`src/rtl/fp_div_pkg.sv`:
```
// Shared definitions for the iterative floating-point divider.
//   state_e      : controller states
//   fp_class_e   : operand class after denormals-are-zero decode
//   FLG_*        : bit positions inside the 5-bit flag vector
//   fp_classify  : class decode for any exponent/mantissa width up to 16/64 bits
package fp_div_pkg;

    typedef enum logic [1:0] {
        IDLE  = 2'd0,
        DIV   = 2'd1,
        ROUND = 2'd2,
        OUT   = 2'd3
    } state_e;

    typedef enum logic [1:0] {
        CLS_ZERO = 2'd0,
        CLS_NORM = 2'd1,
        CLS_INF  = 2'd2,
        CLS_NAN  = 2'd3
    } fp_class_e;

    localparam int FLG_INV  = 4;
    localparam int FLG_DIVZ = 3;
    localparam int FLG_OVF  = 2;
    localparam int FLG_UNF  = 1;
    localparam int FLG_INX  = 0;

    // Callers zero-extend their fields; exp_w tells which exponent value is all-ones.
    // Exponent 0 is always zero: denormal inputs are treated as signed zero.
    function automatic fp_class_e fp_classify(input logic [15:0] exp_f,
                                              input logic [63:0] mant_f,
                                              input int          exp_w);
        logic [15:0] ones;
        ones = 16'((32'd1 << exp_w) - 32'd1);
        if (exp_f == '0)
            return CLS_ZERO;
        if (exp_f != ones)
            return CLS_NORM;
        return (mant_f == '0) ? CLS_INF : CLS_NAN;
    endfunction

endpackage

```
`src/rtl/fp_div_round.sv`:
```
// Combinational result stage of the divider: special-case selection,
// normalisation, round-to-nearest-even, exponent and range handling, flags.
//   a, b      : latched operands
//   quot      : QB quotient bits of {1,mant_a}/{1,mant_b}, MSB is the integer bit
//   rem_nz    : final partial remainder is nonzero
//   res_data  : packed result
//   res_flags : {invalid, divz, overflow, underflow, inexact}
module fp_div_round
    import fp_div_pkg::*;
#(
    parameter int EXP_W = 8,
    parameter int MANT_W = 23,
    localparam int W = 1 + EXP_W + MANT_W,
    localparam int QB = MANT_W + 3
) (
    input  logic [W-1:0]  a,
    input  logic [W-1:0]  b,
    input  logic [QB-1:0] quot,
    input  logic          rem_nz,
    output logic [W-1:0]  res_data,
    output logic [4:0]    res_flags
);
    localparam int EW = EXP_W + 2;
    localparam int BIAS = (1 << (EXP_W - 1)) - 1;
    localparam logic signed [EW-1:0] BIAS_S = EW'(BIAS);
    localparam logic signed [EW-1:0] EMAX_S = EW'((1 << EXP_W) - 1);
    localparam logic signed [EW-1:0] ONE_S  = EW'(1);
    localparam logic signed [EW-1:0] ZERO_S = '0;
    localparam logic [EXP_W-1:0]     EXP_ONES = {EXP_W{1'b1}};
    localparam logic [W-1:0]         QNAN = {1'b0, EXP_ONES, 1'b1, {(MANT_W-1){1'b0}}};

    fp_class_e cls_a, cls_b;
    logic sgn;
    logic [EXP_W-1:0] ea, eb;
    logic signed [EW-1:0] e_base, e_norm, e_fin;
    logic [MANT_W-1:0] m_pre, m_rnd;
    logic g, r, up, carry, inexact;

    assign cls_a = fp_classify(16'(a[W-2:MANT_W]), 64'(a[MANT_W-1:0]), EXP_W);
    assign cls_b = fp_classify(16'(b[W-2:MANT_W]), 64'(b[MANT_W-1:0]), EXP_W);
    assign sgn   = a[W-1] ^ b[W-1];
    assign ea    = a[W-2:MANT_W];
    assign eb    = b[W-2:MANT_W];

    // Extra two exponent bits hold both the overflow headroom and the sign of underflow.
    assign e_base = $signed({2'b00, ea}) - $signed({2'b00, eb}) + BIAS_S;

    // Quotient below 1: shift left one place; the vacated round position reads 0,
    // its information is still captured by the remainder in the sticky bit.
    always_comb begin
        if (quot[QB-1]) begin
            m_pre  = quot[QB-2:2];
            g      = quot[1];
            r      = quot[0];
            e_norm = e_base;
        end else begin
            m_pre  = quot[QB-3:1];
            g      = quot[0];
            r      = 1'b0;
            e_norm = e_base - ONE_S;
        end
    end

    assign up               = g & (r | rem_nz | m_pre[0]);
    assign {carry, m_rnd}   = {1'b0, m_pre} + {{MANT_W{1'b0}}, up};
    assign e_fin            = carry ? (e_norm + ONE_S) : e_norm;
    assign inexact          = g | r | rem_nz;

    always_comb begin
        res_data  = '0;
        res_flags = '0;
        if (cls_a == CLS_NAN || cls_b == CLS_NAN ||
            (cls_a == CLS_ZERO && cls_b == CLS_ZERO) ||
            (cls_a == CLS_INF && cls_b == CLS_INF)) begin
            res_data           = QNAN;
            res_flags[FLG_INV] = 1'b1;
        end else if (cls_a == CLS_NORM && cls_b == CLS_ZERO) begin
            res_data            = {sgn, EXP_ONES, {MANT_W{1'b0}}};
            res_flags[FLG_DIVZ] = 1'b1;
        end else if (cls_a == CLS_INF) begin
            res_data = {sgn, EXP_ONES, {MANT_W{1'b0}}};
        end else if (cls_a == CLS_ZERO || cls_b == CLS_INF) begin
            res_data = {sgn, {(W-1){1'b0}}};
        end else if (e_fin >= EMAX_S) begin
            res_data           = {sgn, EXP_ONES, {MANT_W{1'b0}}};
            res_flags[FLG_OVF] = 1'b1;
            res_flags[FLG_INX] = 1'b1;
        end else if (e_fin <= ZERO_S) begin
            res_data           = {sgn, {(W-1){1'b0}}};
            res_flags[FLG_UNF] = 1'b1;
            res_flags[FLG_INX] = 1'b1;
        end else begin
            res_data           = {sgn, e_fin[EXP_W-1:0], m_rnd};
            res_flags[FLG_INX] = inexact;
        end
    end

endmodule

```
`src/rtl/fp_div_iter.sv`:
```
// Iterative IEEE-754 divider, a/b, radix-2 restoring, one quotient bit per clock.
//   clk, rst_n                      : clock, async active-low reset
//   in_valid/in_ready, in_a/b/tag   : operand handshake
//   out_valid/out_ready             : result handshake
//   out_data, out_tag, out_flags    : quotient, request tag, {inv,divz,ovf,unf,inx}
//
// state | meaning
// IDLE  | in_ready high, waiting for an operand pair
// DIV   | restoring divide, one quotient bit per cycle, QB cycles
// ROUND | normalise/round/flag, register outputs
// OUT   | out_valid high, outputs held until out_ready
module fp_div_iter
    import fp_div_pkg::*;
#(
    parameter int EXP_W = 8,
    parameter int MANT_W = 23,
    parameter int TAG_W = 8,
    localparam int W = 1 + EXP_W + MANT_W
) (
    input  logic             clk,
    input  logic             rst_n,
    input  logic             in_valid,
    output logic             in_ready,
    input  logic [W-1:0]     in_a,
    input  logic [W-1:0]     in_b,
    input  logic [TAG_W-1:0] in_tag,
    output logic             out_valid,
    input  logic             out_ready,
    output logic [W-1:0]     out_data,
    output logic [TAG_W-1:0] out_tag,
    output logic [4:0]       out_flags
);
    localparam int QB = MANT_W + 3;
    localparam int CW = $clog2(QB);
    localparam int RW = MANT_W + 1;

    state_e state, state_nxt;
    logic [W-1:0]     a_q, b_q;
    logic [TAG_W-1:0] tag_q;
    logic [RW:0]      rem_q, mb_ext, rem_nxt;
    logic [RW-1:0]    rem_sub;
    logic [QB-1:0]    quot_q;
    logic [CW-1:0]    cnt_q;
    logic             accept, in_special, qbit;
    fp_class_e        cls_a, cls_b;
    logic [W-1:0]     res_data;
    logic [4:0]       res_flags;

    assign accept     = in_valid && in_ready;
    assign cls_a      = fp_classify(16'(in_a[W-2:MANT_W]), 64'(in_a[MANT_W-1:0]), EXP_W);
    assign cls_b      = fp_classify(16'(in_b[W-2:MANT_W]), 64'(in_b[MANT_W-1:0]), EXP_W);
    assign in_special = (cls_a != CLS_NORM) || (cls_b != CLS_NORM);

    // Partial remainder stays below 2*mb, so after a restore it fits RW bits and
    // the left shift never drops a set bit.
    assign mb_ext  = {2'b01, b_q[MANT_W-1:0]};
    assign qbit    = (rem_q >= mb_ext);
    assign rem_sub = qbit ? RW'(rem_q - mb_ext) : rem_q[RW-1:0];
    assign rem_nxt = {rem_sub, 1'b0};

    always_ff @(posedge clk or negedge rst_n) begin
        if (!rst_n)
            state <= IDLE;
        else
            state <= state_nxt;
    end

    always_comb begin
        state_nxt = state;
        case (state)
            IDLE:    if (accept) state_nxt = in_special ? ROUND : DIV;
            DIV:     if (cnt_q == CW'(QB - 1)) state_nxt = ROUND;
            ROUND:   state_nxt = OUT;
            OUT:     if (out_ready) state_nxt = IDLE;
            default: state_nxt = IDLE;
        endcase
    end

    // Handshake flags are registered from the next state so that in_ready stays
    // low throughout reset and rises on the first edge after release.
    always_ff @(posedge clk or negedge rst_n) begin
        if (!rst_n) begin
            in_ready  <= 1'b0;
            out_valid <= 1'b0;
        end else begin
            in_ready  <= (state_nxt == IDLE);
            out_valid <= (state_nxt == OUT);
        end
    end

    always_ff @(posedge clk or negedge rst_n) begin
        if (!rst_n) begin
            a_q       <= '0;
            b_q       <= '0;
            tag_q     <= '0;
            rem_q     <= '0;
            quot_q    <= '0;
            cnt_q     <= '0;
            out_data  <= '0;
            out_tag   <= '0;
            out_flags <= '0;
        end else begin
            case (state)
                IDLE: if (accept) begin
                    a_q    <= in_a;
                    b_q    <= in_b;
                    tag_q  <= in_tag;
                    rem_q  <= {2'b01, in_a[MANT_W-1:0]};
                    quot_q <= '0;
                    cnt_q  <= '0;
                end
                DIV: begin
                    rem_q  <= rem_nxt;
                    quot_q <= {quot_q[QB-2:0], qbit};
                    cnt_q  <= cnt_q + CW'(1);
                end
                ROUND: begin
                    out_data  <= res_data;
                    out_flags <= res_flags;
                    out_tag   <= tag_q;
                end
                default: ;
            endcase
        end
    end

    fp_div_round #(
        .EXP_W  (EXP_W),
        .MANT_W (MANT_W)
    ) u_round (
        .a         (a_q),
        .b         (b_q),
        .quot      (quot_q),
        .rem_nz    (rem_q != '0),
        .res_data  (res_data),
        .res_flags (res_flags)
    );

endmodule

```
`config.mk`:
```
export PLATFORM = sky130hd
export DESIGN_NAME = fp_div_iter
export DESIGN_NICKNAME = d
export VERILOG_FILES = /design/src/rtl/fp_div_pkg.sv /design/src/rtl/fp_div_round.sv /design/src/rtl/fp_div_iter.sv
export SDC_FILE = /design/constraint.sdc
export NUM_CORES = 1
export LEC_CHECK = 0
export CORE_MARGIN = 2
export CORE_UTILIZATION = 35
export CTS_BUF_LIST = sky130_fd_sc_hd__clkbuf_2
export CTS_CLUSTER_DIAMETER = 50
export CTS_CLUSTER_SIZE = 24
export DETAILED_ROUTE_END_ITERATION = 10
export MAX_ROUTING_LAYER = met4
export PLACE_DENSITY = 0.65
export SLEW_MARGIN = 40
export SYNTH_ARGS = -nofsm -noshare
export SYNTH_HDL_FRONTEND = slang
export SYNTH_SLANG_ARGS = --single-unit
```
`constraint.sdc`:
```
create_clock -name clk -period 4.29 [get_ports clk]
set_clock_uncertainty 0.15 [all_clocks]
set_input_delay 0.6435 -clock clk [delete_from_list [all_inputs] [get_ports clk]]
set_output_delay 0.6435 -clock clk [all_outputs]
set_load 0.01 [all_outputs]
```
==> impl_metrics.yaml <==
outcome:
  status: "finished, final reports clean"
timing:
  drv_slew: 0
  fin_crit_sh_pct: 98.5
  finalSetupViolCount: 0
  relSlewSlack_pct: 53.5
  fmax_ghz: 0.237
  worst_pin_slew_ns: 0.698
  rsz0062_at_grt: "true"
  final.min_clock_period_ns: 4.23
  layout_setup_ws_ns: 0.0640
  hold_violations: 0
synth:
  seq_area_frac_synth_pct: 39.3
  yosysTopAreaCell: "dfrtp_1"
  ys_warn_count: 0
  synth-edff-count: 0
  avgSynthCellArea_um2: 8.63
  ys.flop_type: "dfrtp_1"
  yosysMostFrequentCell: "nand2_1"
  syn-num-nets: 1422
  synthTopCellsByArea: "dfrtp_1 (39%), nand2_1 (10%), o21ai_0 (4.7%), ha_1 (4.2%), o31ai_2 (2.7%)"
  synth_area_um2: 11300
  async_flop_share_pct: 100
  synth.distinct_cells: 92
  syn_inst: 1306
  synth_top_area_share_pct: 39.3
  synthTopCellsByCount: "nand2_1 (305), dfrtp_1 (177), o21ai_0 (105)"
  ys_seq_elements: 177
hold_path:
  min_delay_path_depth: 3
  hold_path.class: "in2reg"
grt:
  grtUsageTotal_pct: 18.9
  grt_overflow: 0
  grt_pass1_wl_mm: 49.6
  antenna_found_initial: 1
  grt_start_max_net_pins: 148
  grt_pass1_vias: 9404
routing:
  drt_pass1_iterations: 6
  vias: 9780
  drtAntennaViolNets: 0
  wl_per_cell_um: 16.8
  drt_first_iter_violations: 682
  drc: 0
  wl_mm: 30.7
  vias_per_cell: 5.35
worst_setup_path:
  crit_chain: "inv_1, ha_1, fa_1, ha_2, buf_4, xor2_1, o31ai_1, a31oi_2, nor2b_1, nor3b_4, o21ai_2, and3_1, o311a_4, buf_12, o32a_1"
  reg2reg_depth: 15
  cp.arrival_ns: 4.75
  cp_num_buf_inv: 3
  cpMaxStageDelayCell: "fa_1"
  path_class: "reg2reg"
  cp_num_cells: 15
  cp_slowest_stage_delay_ns: 0.47
  path_max_fanout: 15
  cp-start-kind: "flip-flop"
  end_kind: "flip-flop"
  cp_top_family: "compound AO/OA/AOI/OAI gates"
  critPathRequiredTime_ns: 4.82
cells_and_area:
  area_delta_synth_final_pct: 18.9
  drive_above_1_share_pct: 10.9
  nNetsFinal: 1526
floorplanning:
  die-area_um2: 33700
  io_pins: 123
  coreArea_um2: 31600
  fp-row-count: 65
  fp.dieH_um: 183
  die_x_um: 183
  initial_core_util_pct: 35.6
placement:
  hpwl_mm: 22.6
  dp_slack_ns: 0.0175
  place.gp.congestion: 0.912
  numPortBuffers: 122
clock_network:
  cts_root_buf: "clkbuf_2"
  cts.path.max_buffers: 2
  clock_latency_ns: 0.76
  path_clk_slew_ns: 0.27
  cts_buffers: 17
  cts_tree: "done"
  cts.sinks: 177
  htreeDepth: 4
run:
  cap_viol_max_count: 0
[per-stage QoR]
| stage | hold WS, ns | cells | util [%] | setup TNS (ns) | instance area (um^2) |
|---|---|---|---|---|---|
| after floorplan | 0.198 | 1306 | - | 0 | 11300 |
| after global placement | 0.295 | 1785 | 41.0 | 0 | 13000 |
| after detailed placement | 0.309 | 1785 | 41.0 | 0 | 13000 |
| after CTS | 0.160 | 1819 | 41.9 | 0 | 13300 |
| after global routing | 0.142 | 1827 | 42.4 | -0.173 | 13400 |
| final | 0.230 | 1827 | 42.4 | 0 | 13400 |
[layer usage]
layer  vias to the layer above  routed length (um)  track usage, %  share of wire [%]
met5                         -                   0               -                  0
met4                         0                 420            4.03                1.4
met3                        27                1230            2.32                4.0
met2                       241               14300            30.1                 47
met1                      4684               14700            26.1                 48
li1                       4828                   -               -                  -
[cell families (layout without fill, tap and decap cells)]
kind of cell | count (synthesis) | count (layout) | share of synthesized area, %
adders and majority gates | 40 | 40 | 4.57
other | 0 | 2 | 0
AOI/OAI and AO/OA | 304 | 304 | 19.3
and+or+nand+nor | 560 | 562 | 22.7
buffers and inverters | 121 | 236 | 4.56
DFF | 177 | 177 | 39.3
muxes | 36 | 36 | 3.46
xor gates and xnor gates | 68 | 68 | 6.10
[state kept, by name, summed over array words and instances, names as in the netlist, 8 cells and up]
name,cells
a_q,32
b_q,32
out_data,32
quot_q,26
rem_q,25
out_tag,8
tag_q,8
[worst paths after layout]
kind / startpoint / endpoint / slack, ns
setup / recovery: a_q[23] / out_flags[0] / 0.06
hold / removal: in_tag[7] / tag_q[7] / 0.23
setup reg to reg: a_q[23] / out_flags[0] / 0.06
hold reg to reg: tag_q[5] / out_tag[5] / 0.35
max in group asynchronous: rst_n / quot_q[25] / 2.57
min in group asynchronous: rst_n / a_q[18] / 0.24
[timing repair]
item,CTS,global route
hold endpoints to repair,72,0
gates cloned,1,2
gates resized for setup,1,15
pin swaps,1,4
setup buffers,0,4
endpoints found under the setup margin,5,33
hold buffers,1,0
[worst reg2reg max path, stage by stage (launching register included)]
cell     delay, ns
dfrtp_1       0.42
inv_1         0.06
ha_1          0.22
fa_1          0.47
ha_2          0.22
buf_4         0.13
xor2_1        0.19
o31ai_1       0.38
a31oi_2       0.13
nor2b_1       0.22
nor3b_4       0.39
o21ai_2       0.12
and3_1        0.19
o311a_4       0.36
buf_12        0.17
o32a_1        0.33
[cells in the final DEF, fill, tap and decap left out, drive strengths merged, types with 4 or more instances in the layout]
cell / n
nand2: 306
dfrtp: 177
clkdlybuf4s50: 121
o21ai: 109
nor2: 70
inv: 53
nand3: 45
a21oi: 38
ha: 38
xnor2: 36
buf: 34
o31ai: 33
xor2: 29
nor4: 28
mux2i: 25
nand4: 24
nor3: 20
clkbuf: 19
a31oi: 19
a22oi: 16
nand2b: 14
a211oi: 13
mux2: 11
a21o: 10
nor2b: 10
and2: 10
and3: 8
o2111ai: 7
or2: 7
a311oi: 5
or4: 5
o21bai: 5
o21a: 5
o22ai: 5
a22o: 4
o211ai: 4
clkinv: 4
[cell type report]
type / instances / area (um^2)
multi-input combinational: 1010 / 6460
sequential: 177 / 4430
timing repair buffer: 157 / 1560
clock inverter: 14 / 174
fill: 3124 / 18200
clock buffer: 18 / 90.1
antenna: 2 / 5.00
inverter: 47 / 176
tap: 402 / 503
Power is left out: the tool's default activity adds up to more than one toggle a clock period on the data nets, which glitch-free logic cannot reach.
